[src/rtl/pipe_pkg.sv]
// Shared types and helpers for the elastic pipeline stage register.
package pipe_pkg;

  typedef enum logic [1:0] {EMPTY, ONE, TWO} pipe_state_t;

  localparam logic [31:0] NOP_INSTR = 32'h00000013;
  localparam int          MAX_BUS_W = 1024;

  // Bubble payload: instruction slot holds instr (truncated to data_w), all other fields zero.
  function automatic logic [MAX_BUS_W-1:0] bubble_word(input int num_fields, input int data_w,
                                                       input logic [31:0] instr);
    logic [MAX_BUS_W-1:0] w;
    w = '0;
    for (int k = 0; k < MAX_BUS_W; k++) begin
      if (k < data_w && k < 32 && k < num_fields * data_w) w[k] = instr[k[4:0]];
    end
    return w;
  endfunction

endpackage

[src/rtl/pipe_slot.sv]
// One payload register of the elastic stage: load enable plus synchronous clear to a fixed pattern.
module pipe_slot #(
  parameter int DATA_W     = 32,
  parameter int NUM_FIELDS = 2,
  parameter logic [DATA_W*NUM_FIELDS-1:0] CLR_VAL = '0
) (
  input  logic                         iClk,
  input  logic                         iClr,
  input  logic                         iLoad,
  input  logic [DATA_W*NUM_FIELDS-1:0] iData,
  output logic [DATA_W*NUM_FIELDS-1:0] oData
);

  logic [DATA_W*NUM_FIELDS-1:0] data_d, data_q;

  always_comb begin
    data_d = data_q;
    if (iClr)       data_d = CLR_VAL;
    else if (iLoad) data_d = iData;
  end

  always_ff @(posedge iClk) begin
    data_q <= data_d;
  end

  assign oData = data_q;

endmodule

[src/rtl/pipe_stage_elastic.sv]
// Elastic pipeline register with valid/ready handshake, one-entry skid buffer,
// flush-to-bubble and a saturating stall counter.
module pipe_stage_elastic
  import pipe_pkg::*;
#(
  parameter int          DATA_W       = 32,
  parameter int          NUM_FIELDS   = 2,
  parameter logic [31:0] BUBBLE_INSTR = NOP_INSTR,
  parameter int          CNT_W        = 16
) (
  input  logic                         iClk,
  input  logic                         iRst,
  input  logic                         iFlush,
  input  logic                         iValid,
  output logic                         oReady,
  input  logic [DATA_W*NUM_FIELDS-1:0] iData,
  output logic                         oValid,
  input  logic                         iReady,
  output logic [DATA_W*NUM_FIELDS-1:0] oData,
  output logic [CNT_W-1:0]             oStallCount
);

  localparam int                    BUS_W       = DATA_W * NUM_FIELDS;
  localparam logic [MAX_BUS_W-1:0]  BUBBLE_FULL = bubble_word(NUM_FIELDS, DATA_W, BUBBLE_INSTR);
  localparam logic [BUS_W-1:0]      BUBBLE      = BUBBLE_FULL[BUS_W-1:0];
  localparam logic [CNT_W-1:0]      CNT_MAX     = '1;

  pipe_state_t      state_d, state_q;
  logic [CNT_W-1:0] cnt_d, cnt_q;
  logic             accept, emit;
  logic             main_ld, main_clr, skid_ld, sel_skid;
  logic [BUS_W-1:0] main_din, main_data, skid_data;

  assign accept = iValid && (state_q != TWO);
  assign emit   = (state_q != EMPTY) && iReady;

  always_comb begin
    state_d  = state_q;
    main_ld  = 1'b0;
    main_clr = 1'b0;
    skid_ld  = 1'b0;
    sel_skid = 1'b0;
    if (iRst || iFlush) begin
      state_d  = EMPTY;
      main_clr = 1'b1;
    end else begin
      case (state_q)
        EMPTY: begin
          if (accept) begin
            state_d = ONE;
            main_ld = 1'b1;
          end
        end
        ONE: begin
          if (accept && emit) begin
            main_ld = 1'b1;
          end else if (accept) begin
            state_d = TWO;
            skid_ld = 1'b1;
          end else if (emit) begin
            // Going empty: the output must show the bubble, not the stale word.
            state_d  = EMPTY;
            main_clr = 1'b1;
          end
        end
        TWO: begin
          if (emit) begin
            state_d  = ONE;
            main_ld  = 1'b1;
            sel_skid = 1'b1;
          end
        end
        default: begin
          state_d  = EMPTY;
          main_clr = 1'b1;
        end
      endcase
    end
  end

  always_comb begin
    cnt_d = cnt_q;
    if (oValid && !iReady && cnt_q != CNT_MAX) cnt_d = cnt_q + 1'b1;
  end

  always_ff @(posedge iClk) begin
    if (iRst) begin
      state_q <= EMPTY;
      cnt_q   <= '0;
    end else begin
      state_q <= state_d;
      cnt_q   <= cnt_d;
    end
  end

  assign main_din = sel_skid ? skid_data : iData;

  pipe_slot #(.DATA_W(DATA_W), .NUM_FIELDS(NUM_FIELDS), .CLR_VAL(BUBBLE)) u_main (
    .iClk  (iClk),
    .iClr  (main_clr),
    .iLoad (main_ld),
    .iData (main_din),
    .oData (main_data)
  );

  pipe_slot #(.DATA_W(DATA_W), .NUM_FIELDS(NUM_FIELDS), .CLR_VAL('0)) u_skid (
    .iClk  (iClk),
    .iClr  (iRst),
    .iLoad (skid_ld),
    .iData (iData),
    .oData (skid_data)
  );

  assign oValid      = (state_q != EMPTY);
  assign oReady      = (state_q != TWO);
  assign oData       = main_data;
  assign oStallCount = cnt_q;

  // Upstream must keep offering the same word while it is being back-pressured.
  a_upstream_hold: assert property (@(posedge iClk) disable iff (iRst)
    (iValid && !oReady && !iFlush) |=> (iValid && $stable(iData)));

endmodule

[config.mk]
export PLATFORM = sky130hd
export DESIGN_NAME = pipe_stage_elastic
export DESIGN_NICKNAME = d
export VERILOG_FILES = /design/src/rtl/pipe_pkg.sv /design/src/rtl/pipe_slot.sv /design/src/rtl/pipe_stage_elastic.sv
export SDC_FILE = /design/constraint.sdc
export NUM_CORES = 1
export LEC_CHECK = 0
export BUFFER_PORTS_ARGS = -buffer_cell sky130_fd_sc_hd__buf_2
export CAP_MARGIN = 20
export CORE_ASPECT_RATIO = 1.75
export CORE_UTILIZATION = 54
export CTS_CLUSTER_DIAMETER = 120
export DETAILED_ROUTE_END_ITERATION = 10
export PLACE_DENSITY = 0.8
export SLEW_MARGIN = 20
export SYNTH_ARGS = -nofsm -noshare
export SYNTH_HDL_FRONTEND = slang
export SYNTH_HIERARCHICAL = 1
export SYNTH_SLANG_ARGS = --single-unit
[constraint.sdc]
create_clock -name iClk -period 2.2 [get_ports iClk]
set_input_delay 0.33 -clock iClk [delete_from_list [all_inputs] [get_ports iClk]]
set_output_delay 0.33 -clock iClk [all_outputs]
set_load 0.01 [all_outputs]
==> tab_implementation.tex, run 1 <==
\begin{tabular}{lr}
\hline
Metric & Value \\
\hline
\multicolumn{2}{l}{\textbf{Detailed routing}} \\
\quad Met3 Wirelength & 607 um \\
\quad Count of TritonRoute iterations in the first routing pass & 8 \\
\quad Total wire length & 14,950 um \\
\quad Via-per-instance ratio & 5.491 \\
\quad Number of nets still failing antenna checks after routing & 0 \\
\quad Detailed Route Iter0 Violations & 242 \\
\quad Highest metal used & met4 \\
\quad Total number of vias & approximately 5,000 \\
\quad Routed metal-1 wirelength & 5710 um \\
\quad Routed wire per std cell & approximately 17 um \\
\quad Detail Route met2 WL & roughly 8100 um \\
\quad DRC Markers & 9 \\
\multicolumn{2}{l}{\textbf{STA}} \\
\quad Sum Neg Setup Slack & 0 ns \\
\quad Worst max-slew margin expressed relative to the limit & 0.4138 \\
\quad Fin. max-slew vios & 0 \\
\quad Final min period & between 1.5 and 2 ns \\
\quad Setup repair after global routing missed its margin & false \\
\quad Worst-margin pin slew & 0.8712 ns \\
\quad Final number of hold-violating endpoints & 0 \\
\quad Final Cycle Share & 0.8948 \\
\quad Clock Skews & 0.01306 ns \\
\quad Highest clock rate & $\sim$0.51 GHz \\
\quad Final critical-path setup slack & around 0.23 ns \\
\quad Number of setup violations in the final report & 0 \\
\multicolumn{2}{l}{\textbf{Power and ir drop}} \\
\quad Static power due to leakage & 0.003119 uW \\
\quad Net switching power of the design & between 1000 and 1500 uW \\
\quad Switching fraction of total power & 0.2236 \\
\quad Internal power contribution & 4595 uW \\
\quad Clock share of power & 0.481 \\
\quad PwrDens & 760.5 nW/um2 \\
\quad Combinational group share of total power & 0.065 \\
\quad Largest vdd supply drop & 0.5549 mV \\
\quad Power share of the sequential group & 0.454 \\
\multicolumn{2}{l}{\textbf{Logic synthesis}} \\
\quad Post-Synthesis Cells & 609 \\
\quad Post-synthesis async set-or-reset flop share & 0 \\
\quad Sequential fraction of the synthesis area & 0.4542 \\
\quad Post-synth top flop & sky130\_fd\_sc\_hd\_\_dfxtp\_1 \\
\quad Largest area contributor in the synthesized netlist & sky130\_fd\_sc\_hd\_\_dfxtp\_1 \\
\quad Synth area leaders & sky130\_fd\_sc\_hd\_\_dfxtp\_1, sky130\_fd\_sc\_hd\_\_mux2i\_1, sky130\_fd\_sc\_hd\_\_mux2\_2 \\
\quad Number of enable flip-flop cells after synthesis & 0 \\
\quad Count of unique library cells instantiated by Yosys & 48 \\
\quad Post-Synthesis Mean Instance Area & 10.57 um2 \\
\quad Net Count, Synth & 679 \\
\quad Synth top area share & 0.4542 \\
\quad Yosys reg bits & 146 \\
\quad Area of the mapped netlist & about 6400 um2 \\
\quad Yosys Warn Count & 6 \\
\multicolumn{2}{l}{\textbf{Critical path}} \\
\quad Critical path depth & 5 \\
\quad Crit Reg-Reg Startpoint & oStallCount[0]\$\_SDFFE\_PP0P\_ \\
\quad Startpoint type of the worst setup path & flip-flop \\
\quad Required @ worst endpoint & 2.53 ns \\
\quad Dominant delay contributor by cell family on the critical path & simple AND/OR/NAND/NOR gates \\
\quad Delay of the slowest cell on the worst path & 0.76 ns \\
\quad Crit path buf inv count & 0 \\
\quad Launching element of the worst setup path & oStallCount[0]\$\_SDFFE\_PP0P\_ \\
\quad Element type at the critical path end & flip-flop \\
\quad Arrival time worst endpoint & roughly 2.3 ns \\
\quad Max FO, Critical Path & 6 \\
\quad Ordered list of cells on the worst path & ha\_1 > nand2\_1 > nor4\_1 > o21ai\_0 > a21oi\_1 \\
\quad Number of cells on the worst reg-to-reg path & 5 \\
\quad Crit path kind & reg -> reg \\
\quad Cell with the largest stage delay on the worst path & sky130\_fd\_sc\_hd\_\_nor4\_1 \\
\multicolumn{2}{l}{\textbf{Clock network}} \\
\quad Post-CTS sizing & 0 \\
\quad Number of buffers created by CTS & 17 \\
\quad Clock insertion delay at the later pin of the skew report & 0.41 ns \\
\quad Clock Pin Slew Worst Setup and Hold Paths & about 0.06 ns \\
\quad Library cell used as clock root buffer & sky130\_fd\_sc\_hd\_\_clkbuf\_16 \\
\quad Total number of H-tree levels & 4 \\
\quad Number of buffers inserted to repair setup after CTS & 0 \\
\quad Max Root-Sink Buffers & 2 \\
\quad Number of buffers added to fix hold violations after cts & 0 \\
\quad Total number of clock tree sinks & 146 \\
\quad Clock tree from TritonCTS & yes \\
\multicolumn{2}{l}{\textbf{Floorplan}} \\
\quad Width of the die & 84.52 um \\
\quad Initial core utilization & 0.5556 \\
\quad Die Height & 146.4 um \\
\quad Number of rows created at floorplan & 52 \\
\quad DIE AREA & 12,370 um2 \\
\quad Area of the core region & 11,580 um2 \\
\quad Ports placed on the boundary & 151 \\
\multicolumn{2}{l}{\textbf{Place}} \\
\quad Cell area after placement & 7189 um2 \\
\quad Detailed placement HPWL & 10,610 um \\
\quad Quantity of I/O buffers inserted on ports & 150 \\
\quad Global placer's final weighted congestion & 0.9362 \\
\quad Post-placement setup slack & 0.2667 ns \\
\multicolumn{2}{l}{\textbf{Global routing}} \\
\quad Overall Global Routing Usage & 0.2444 \\
\quad Vias in the first global route & 5,135 \\
\quad Wire length of the first global-routing pass & 24,110 um \\
\quad Maximum number of pins on one net before global-route repair & 46 \\
\quad Global route overflow & 0 \\
\quad Initial antenna violation count & 1 \\
\multicolumn{2}{l}{\textbf{Final layout}} \\
\quad Number of nets in the layout & between 800 and 900 \\
\quad Footprint of the flip-flops and latches & 2923 um2 \\
\quad Design Area, Final & between 7000 and 8000 um2 \\
\quad Filler cell count & 913 \\
\quad Growth of design area from synthesis to finish & 20.92\% \\
\quad Area of the multi-input gates & 3173 um2 \\
\quad Layout cell share with drive strength beyond 1 & 0.3633 \\
\multicolumn{2}{l}{\textbf{Status}} \\
\quad Violations in the final reports & design-rule violations \\
\quad Result of the run & finished with violations \\
\multicolumn{2}{l}{\textbf{Worst hold path}} \\
\quad Critical hold path startpoint & iData[42] \\
\quad Classification of the worst-slack hold path & in -> reg \\
\quad Hold depth & 3 \\
\multicolumn{2}{l}{\textbf{Job}} \\
\quad Maximum Capacitance Violations & 0 \\
\hline
\end{tabular}
## metal layers
metal,up-vias,global-route usage
met3,36,0.04127
met4,0,0.1331
met2,154,0.4504
li1,2415,-
met5,-,0
met1,2359,0.2600
## cells in the final DEF, fill, tap and decap left out, types with 3 or more instances in the layout
| cell type | count |
|---|---|
| sky130_fd_sc_hd__buf_2 | 150 |
| sky130_fd_sc_hd__dfxtp_1 | 146 |
| sky130_fd_sc_hd__nor2_1 | 131 |
| sky130_fd_sc_hd__mux2i_1 | 126 |
| sky130_fd_sc_hd__mux2_2 | 64 |
| sky130_fd_sc_hd__clkbuf_16 | 17 |
| sky130_fd_sc_hd__a21oi_1 | 15 |
| sky130_fd_sc_hd__buf_4 | 11 |
| sky130_fd_sc_hd__o21ai_0 | 8 |
| sky130_fd_sc_hd__nand3_1 | 8 |
| sky130_fd_sc_hd__nand2_1 | 5 |
| sky130_fd_sc_hd__nand4_1 | 5 |
| sky130_fd_sc_hd__or3_1 | 5 |
| sky130_fd_sc_hd__clkinvlp_4 | 5 |
| sky130_fd_sc_hd__nor3_1 | 4 |
| sky130_fd_sc_hd__o31ai_1 | 4 |
| sky130_fd_sc_hd__buf_12 | 4 |
| sky130_fd_sc_hd__inv_1 | 3 |
| sky130_fd_sc_hd__and4_1 | 3 |
| sky130_fd_sc_hd__and3_1 | 3 |
| sky130_fd_sc_hd__or4_1 | 3 |
| sky130_fd_sc_hd__and2b_4 | 3 |
| sky130_fd_sc_hd__a211o_1 | 3 |
## state kept, by name, summed over array words and instances, names as in the netlist
signal,flops
u_main/oData,64
oStallCount,16
u_skid/oData,64
state_q,2
## metrics by stage
step | cells | hold slack, ns | total power (uW) | util
after floorplan | 609 | 0.4197 | 2996 | -
after global routing | 904 | 0.1664 | 6100 | 0.6719
after detailed placement | 871 | 0.4781 | 3128 | 0.6208
after CTS | 903 | 0.1534 | 5967 | 0.6717
final | 904 | 0.1686 | 5918 | 0.6719
after global placement | 871 | 0.4680 | 3115 | 0.6208
## synth_stat cells, types with 3 or more instances
library cell and n:
sky130_fd_sc_hd__mux2i_1 126, sky130_fd_sc_hd__inv_1 3, sky130_fd_sc_hd__a21oi_1 15, sky130_fd_sc_hd__a211o_1 3, sky130_fd_sc_hd__or3_1 5, sky130_fd_sc_hd__buf_2 9, sky130_fd_sc_hd__and2b_4 3, sky130_fd_sc_hd__o31ai_1 4
sky130_fd_sc_hd__and4_1 3, sky130_fd_sc_hd__nand2_1 7, sky130_fd_sc_hd__or4_1 3, sky130_fd_sc_hd__nor2_1 131, sky130_fd_sc_hd__and3_1 3, sky130_fd_sc_hd__buf_12 6, sky130_fd_sc_hd__buf_1 7, sky130_fd_sc_hd__nand4_1 5
sky130_fd_sc_hd__o21ai_0 8, sky130_fd_sc_hd__mux2_2 64, sky130_fd_sc_hd__nor3_1 5, sky130_fd_sc_hd__nand3_1 8, sky130_fd_sc_hd__buf_8 7, sky130_fd_sc_hd__clkbuf_1 6, sky130_fd_sc_hd__dfxtp_1 146
## cell type report
class / count / share of cell area
inverters: 3 / 0.001447
clock inverters: 11 / 0.01656
diodes: 1 / 0.0003216
clock buffers: 21 / 0.05917
repair buffers: 165 / 0.1174
well taps: 135 / 0.02171
flip-flops and latches: 146 / 0.3756
multi-input cells: 422 / 0.4078
## worst paths after layout
kind / endpoint / slack [ns]
worst max-delay path: oStallCount[7]$_SDFFE_PP0P_ / 0.23
worst min-delay path: u_skid/oData[42]$_SDFFE_PP0P_ / 0.17
worst max register to register: oStallCount[7]$_SDFFE_PP0P_ / 0.23
worst min register to register: u_main/oData[54]$_SDFFE_PP0P_ / 0.49
## cell families after synthesis
kind of cell	after synthesis	synth area share
buffers and inverters	41	0.05522
muxes	190	0.3080
adders and majority gates	1	0.001944
AOI/OAI and AO/OA	38	0.03656
and+or+nand+nor	193	0.1441
DFF	146	0.4542
## worst register-to-register path, delay by kind of cell, from the launching register on
family,cells,cell delay [ns]
AND/OR/NAND/NOR,2,0.85
AO/OA/AOI/OAI,2,0.39
adder cells (fa/ha/maj),1,0.25
flip-flops,1,0.41
## power groups by stage
stage               Sequential (uW)  Clock [uW]  Combinational [uW]
global route                   2690        3000                 413
global placement               2750           0                 370
finish                         2690        2850                 382
floorplan                      2750           0                 242
CTS                            2690        2890                 383
detailed placement             2750           0                 381
(Power assumes the default switching activity.)
==> run 2: changes to the inputs <==
--- a/config.mk
+++ b/config.mk
@@ -8,12 +8,11 @@
 export BUFFER_PORTS_ARGS = -buffer_cell sky130_fd_sc_hd__buf_2
 export CAP_MARGIN = 20
 export CORE_ASPECT_RATIO = 1.75
-export CORE_UTILIZATION = 54
+export CORE_UTILIZATION = 53
 export CTS_CLUSTER_DIAMETER = 120
 export DETAILED_ROUTE_END_ITERATION = 10
 export PLACE_DENSITY = 0.8
 export SLEW_MARGIN = 20
 export SYNTH_ARGS = -nofsm -noshare
 export SYNTH_HDL_FRONTEND = slang
-export SYNTH_HIERARCHICAL = 1
 export SYNTH_SLANG_ARGS = --single-unit
==> run 2 against run 1 <==
  * Largest cell class is now flip-flops and latches
  * The flow now finishes without violations
  * Setup slack lost 0.00071 ns
  * Critical path depth shrank 1
  * First-iteration DRC count grew 82%
==> tab_implementation.tex, run 2 <==
\begin{tabular}{lr}
\hline
Metric & Value \\
\hline
\multicolumn{2}{l}{\textbf{Place}} \\
\quad Detailed placement HPWL & 10,520 um (-0.87\%) \\
\quad Post-placement setup slack & 0.2012 ns (-0.06542 ns) \\
\quad Global placer's final weighted congestion & 0.8871 (-5.2\%) \\
\quad Quantity of I/O buffers inserted on ports & 150 (unchanged) \\
\multicolumn{2}{l}{\textbf{Detailed routing}} \\
\quad Count of TritonRoute iterations in the first routing pass & 5 (-3) \\
\quad Via-per-instance ratio & 5.812 (+5.8\%) \\
\quad Number of nets still failing antenna checks after routing & 0 (unchanged) \\
\quad DRC Markers & 0 (-9) \\
\quad Total number of vias & 5,969 (+20\%) \\
\quad Total wire length & 16,010 um (+7.1\%) \\
\quad Detailed Route Iter0 Violations & 440 (+82\%) \\
\quad Routed wire per std cell & 15.59 um (-5.7\%) \\
\multicolumn{2}{l}{\textbf{STA}} \\
\quad Number of setup violations in the final report & 0 (unchanged) \\
\quad Clock Skews & 0.008122 ns (-0.004934 ns) \\
\quad Final critical-path setup slack & 0.2307 ns (-0.0007070 ns) \\
\quad Worst-margin pin slew & 0.6542 ns (-0.2171 ns) \\
\quad Final min period & 1.969 ns (+0.0007070 ns) \\
\quad Sum Neg Setup Slack & 0 ns (unchanged) \\
\quad Final number of hold-violating endpoints & 0 (unchanged) \\
\quad Fin. max-slew vios & 0 (unchanged) \\
\quad Highest clock rate & 0.5078 GHz (about the same) \\
\quad Final Cycle Share & 0.8951 (about the same) \\
\quad Setup repair after global routing missed its margin & false \\
\quad Worst max-slew margin expressed relative to the limit & 0.5639 (+0.1501) \\
\multicolumn{2}{l}{\textbf{Global routing}} \\
\quad Met3 Resource Use GR & 0.06990 (+0.02864) \\
\quad Maximum number of pins on one net before global-route repair & 61 (+33\%) \\
\quad Met1 capacity usage during global routing & 0.2924 (+0.03241) \\
\quad Global Route met2 Usage & 0.5215 (+0.07108) \\
\quad Overall Global Routing Usage & 0.2883 (+0.04387) \\
\quad Global route overflow & 0 (unchanged) \\
\quad Initial antenna violation count & 3 (+2) \\
\quad Routing layer with the top usage in global route & met2 \\
\quad Vias in the first global route & 5,827 (+13\%) \\
\quad Wire length of the first global-routing pass & 25,610 um (+6.2\%) \\
\multicolumn{2}{l}{\textbf{Logic synthesis}} \\
\quad Count of unique library cells instantiated by Yosys & 44 (-8.3\%) \\
\quad Area of the mapped netlist & 5853 um2 (-9.0\%) \\
\quad Sequential fraction of the synthesis area & 0.4994 (+0.04515) \\
\quad Largest area contributor in the synthesized netlist & sky130\_fd\_sc\_hd\_\_dfxtp\_1 \\
\quad Post-synth top flop & sky130\_fd\_sc\_hd\_\_dfxtp\_1 \\
\quad Post-Synthesis Cells & 746 (+22\%) \\
\quad Commonest cells in the synthesized netlist & sky130\_fd\_sc\_hd\_\_nand2\_1, sky130\_fd\_sc\_hd\_\_dfxtp\_1, sky130\_fd\_sc\_hd\_\_a21oi\_1 \\
\quad Number of enable flip-flop cells after synthesis & 0 (unchanged) \\
\quad Post-Synthesis Mean Instance Area & 7.846 um2 (-26\%) \\
\quad Synth top area share & 0.4994 (+0.04515) \\
\quad Most numerous cell in the Yosys netlist & sky130\_fd\_sc\_hd\_\_nand2\_1 \\
\quad Net Count, Synth & 816 (+20\%) \\
\quad Yosys reg bits & 146 (unchanged) \\
\quad Yosys Warn Count & 0 (-6) \\
\quad Synth area leaders & sky130\_fd\_sc\_hd\_\_dfxtp\_1, sky130\_fd\_sc\_hd\_\_nand2\_1, sky130\_fd\_sc\_hd\_\_a311oi\_1 \\
\quad Post-synthesis async set-or-reset flop share & 0 (unchanged) \\
\multicolumn{2}{l}{\textbf{Clock network}} \\
\quad Clock insertion delay at the later pin of the skew report & 0.41 ns (about the same) \\
\quad Total number of H-tree levels & 4 (unchanged) \\
\quad Clock Pin Slew Worst Setup and Hold Paths & 0.06 ns (about the same) \\
\quad Post-CTS sizing & 0 (unchanged) \\
\quad Library cell used as clock root buffer & sky130\_fd\_sc\_hd\_\_clkbuf\_16 \\
\quad Number of buffers inserted to repair setup after CTS & 0 (unchanged) \\
\quad Clock tree from TritonCTS & yes \\
\quad Number of buffers created by CTS & 17 (unchanged) \\
\quad Max Root-Sink Buffers & 2 (unchanged) \\
\quad Total number of clock tree sinks & 146 (unchanged) \\
\quad Number of buffers added to fix hold violations after cts & 0 (unchanged) \\
\multicolumn{2}{l}{\textbf{Floorplan}} \\
\quad Die Height & 141.0 um (-3.7\%) \\
\quad DIE AREA & 11,480 um2 (-7.2\%) \\
\quad Area of the core region & 10,700 um2 (-7.6\%) \\
\quad Width of the die & 81.44 um (-3.6\%) \\
\quad Initial core utilization & 0.5471 (-0.008505) \\
\quad Number of rows created at floorplan & 50 (-3.8\%) \\
\quad Ports placed on the boundary & 151 (unchanged) \\
\multicolumn{2}{l}{\textbf{Power and ir drop}} \\
\quad Static power due to leakage & 0.003019 uW (-3.2\%) \\
\quad PwrDens & 819.2 nW/um2 (+7.7\%) \\
\quad Largest vdd supply drop & 0.6727 mV (+21\%) \\
\multicolumn{2}{l}{\textbf{Critical path}} \\
\quad Launching element of the worst setup path & oStallCount[5]\$\_SDFFE\_PP0P\_ \\
\quad Worst R2R End & oStallCount[15]\$\_SDFFE\_PP0P\_ \\
\quad Crit Reg-Reg Startpoint & oStallCount[5]\$\_SDFFE\_PP0P\_ \\
\quad Register-to-Register Setup Slack & 0.23 ns (about the same) \\
\quad Startpoint type of the worst setup path & flip-flop \\
\quad Required @ worst endpoint & 2.54 ns (about the same) \\
\quad Crit path kind & reg -> reg \\
\quad Number of cells on the worst reg-to-reg path & 4 (-1) \\
\quad Max FO, Critical Path & 7 (+1) \\
\quad Arrival time worst endpoint & 2.30 ns (about the same) \\
\quad Element type at the critical path end & flip-flop \\
\multicolumn{2}{l}{\textbf{Final layout}} \\
\quad Growth of design area from synthesis to finish & 25.67\% \\
\quad Layout cell share with drive strength beyond 1 & 0.2427 (-0.1206) \\
\quad Number of nets in the layout & 951 (+15\%) \\
\quad Most used cells in the layout excluding fill and tap cells & sky130\_fd\_sc\_hd\_\_nand2\_1, sky130\_fd\_sc\_hd\_\_buf\_2, sky130\_fd\_sc\_hd\_\_dfxtp\_1, sky130\_fd\_sc\_hd\_\_a21oi\_1, sky130\_fd\_sc\_hd\_\_nor2\_1 \\
\quad Commonest non-fill, non-tap cell in the layout & sky130\_fd\_sc\_hd\_\_nand2\_1 \\
\multicolumn{2}{l}{\textbf{Worst hold path}} \\
\quad Critical hold path startpoint & iData[58] \\
\quad Classification of the worst-slack hold path & in -> reg \\
\quad Worst min-delay path endpoint & u\_skid.oData[58]\$\_SDFFE\_PP0P\_ \\
\quad Hold depth & 3 (unchanged) \\
\multicolumn{2}{l}{\textbf{Job}} \\
\quad Maximum Capacitance Violations & 0 (unchanged) \\
\multicolumn{2}{l}{\textbf{Status}} \\
\quad Result of the run & finished, final reports clean \\
\hline
\end{tabular}
==> run 2: area by class of cell <==
| type | count | area [um2] |
|---|---|---|
| diodes | 3 | 7.507 |
| well taps | 130 | 162.7 |
| clock buffers | 23 | 488.0 |
| flip-flops and latches | 146 | 2923 |
| multi-input cells | 539 | 2716 |
| inverters | 3 | 11.26 |
| repair buffers | 174 | 943.4 |
| fillers | 864 | 3342 |
| clock inverters | 9 | 103.9 |
==> run 2: logic make-up (layout without fill, tap and decap cells) <==
family	Yosys count	after routing	share of synthesized area
AO/OA/AOI/OAI	166	166	0.1943
AND/OR/NAND/NOR	369	369	0.2589
multiplexers	2	2	0.003420
adder cells (fa/ha/maj)	1	1	0.002137
flip-flops	146	146	0.4994
other	0	3	0
buffers and inverters	61	209	0.04040
XOR/XNOR	1	1	0.001497
==> run 2: critical path, cell delays in order (launching register included) <==
cell and delay, ns:
sky130_fd_sc_hd__dfxtp_1 0.44, sky130_fd_sc_hd__nand4_2 0.19, sky130_fd_sc_hd__or4_4 0.56, sky130_fd_sc_hd__or4b_1 0.55, sky130_fd_sc_hd__a21oi_1 0.17
==> run 2: how the worst max path moves through the flow <==
stage / cells after the start / end
2_1_floorplan: 6 / oStallCount[1]$_SDFFE_PP0P_
3_3_place_gp: 5 / oStallCount[15]$_SDFFE_PP0P_
3_5_place_dp: 5 / oStallCount[15]$_SDFFE_PP0P_
4_1_cts: 4 / oStallCount[15]$_SDFFE_PP0P_
5_1_grt: 4 / oStallCount[15]$_SDFFE_PP0P_
6_report: 4 / oStallCount[15]$_SDFFE_PP0P_
==> run 2: power by group <==
group | switching, uW | internal (uW) | leakage (uW)
sequential | 38.9 | 2720 | 0.00119
clock | 1050 | 1780 | 0.000289
combinational | 268 | 173 | 0.00154
total | 1350 | 4670 | 0.00302
==> run 2: stage by stage <==
step	utilization	std cells	hold slack, ns	instance area, um2	total power (uW)
6_report	0.6876	1027	0.1682	7356	6026
5_1_grt	0.6876	1027	0.1599	7356	6227
4_1_cts	0.6869	1024	0.1537	7348	6058
3_5_place_dp	0.6316	992	0.4470	6756	3251
3_3_place_gp	0.6316	992	0.4412	6756	3235
2_1_floorplan	-	746	0.4194	5853	3034
==> run 2: metal layers <==
layer,part of all wire,up-vias
li1,-,2853
met1,0.37,2846
met2,0.53,230
met3,0.068,40
met4,0.030,0
met5,0,-
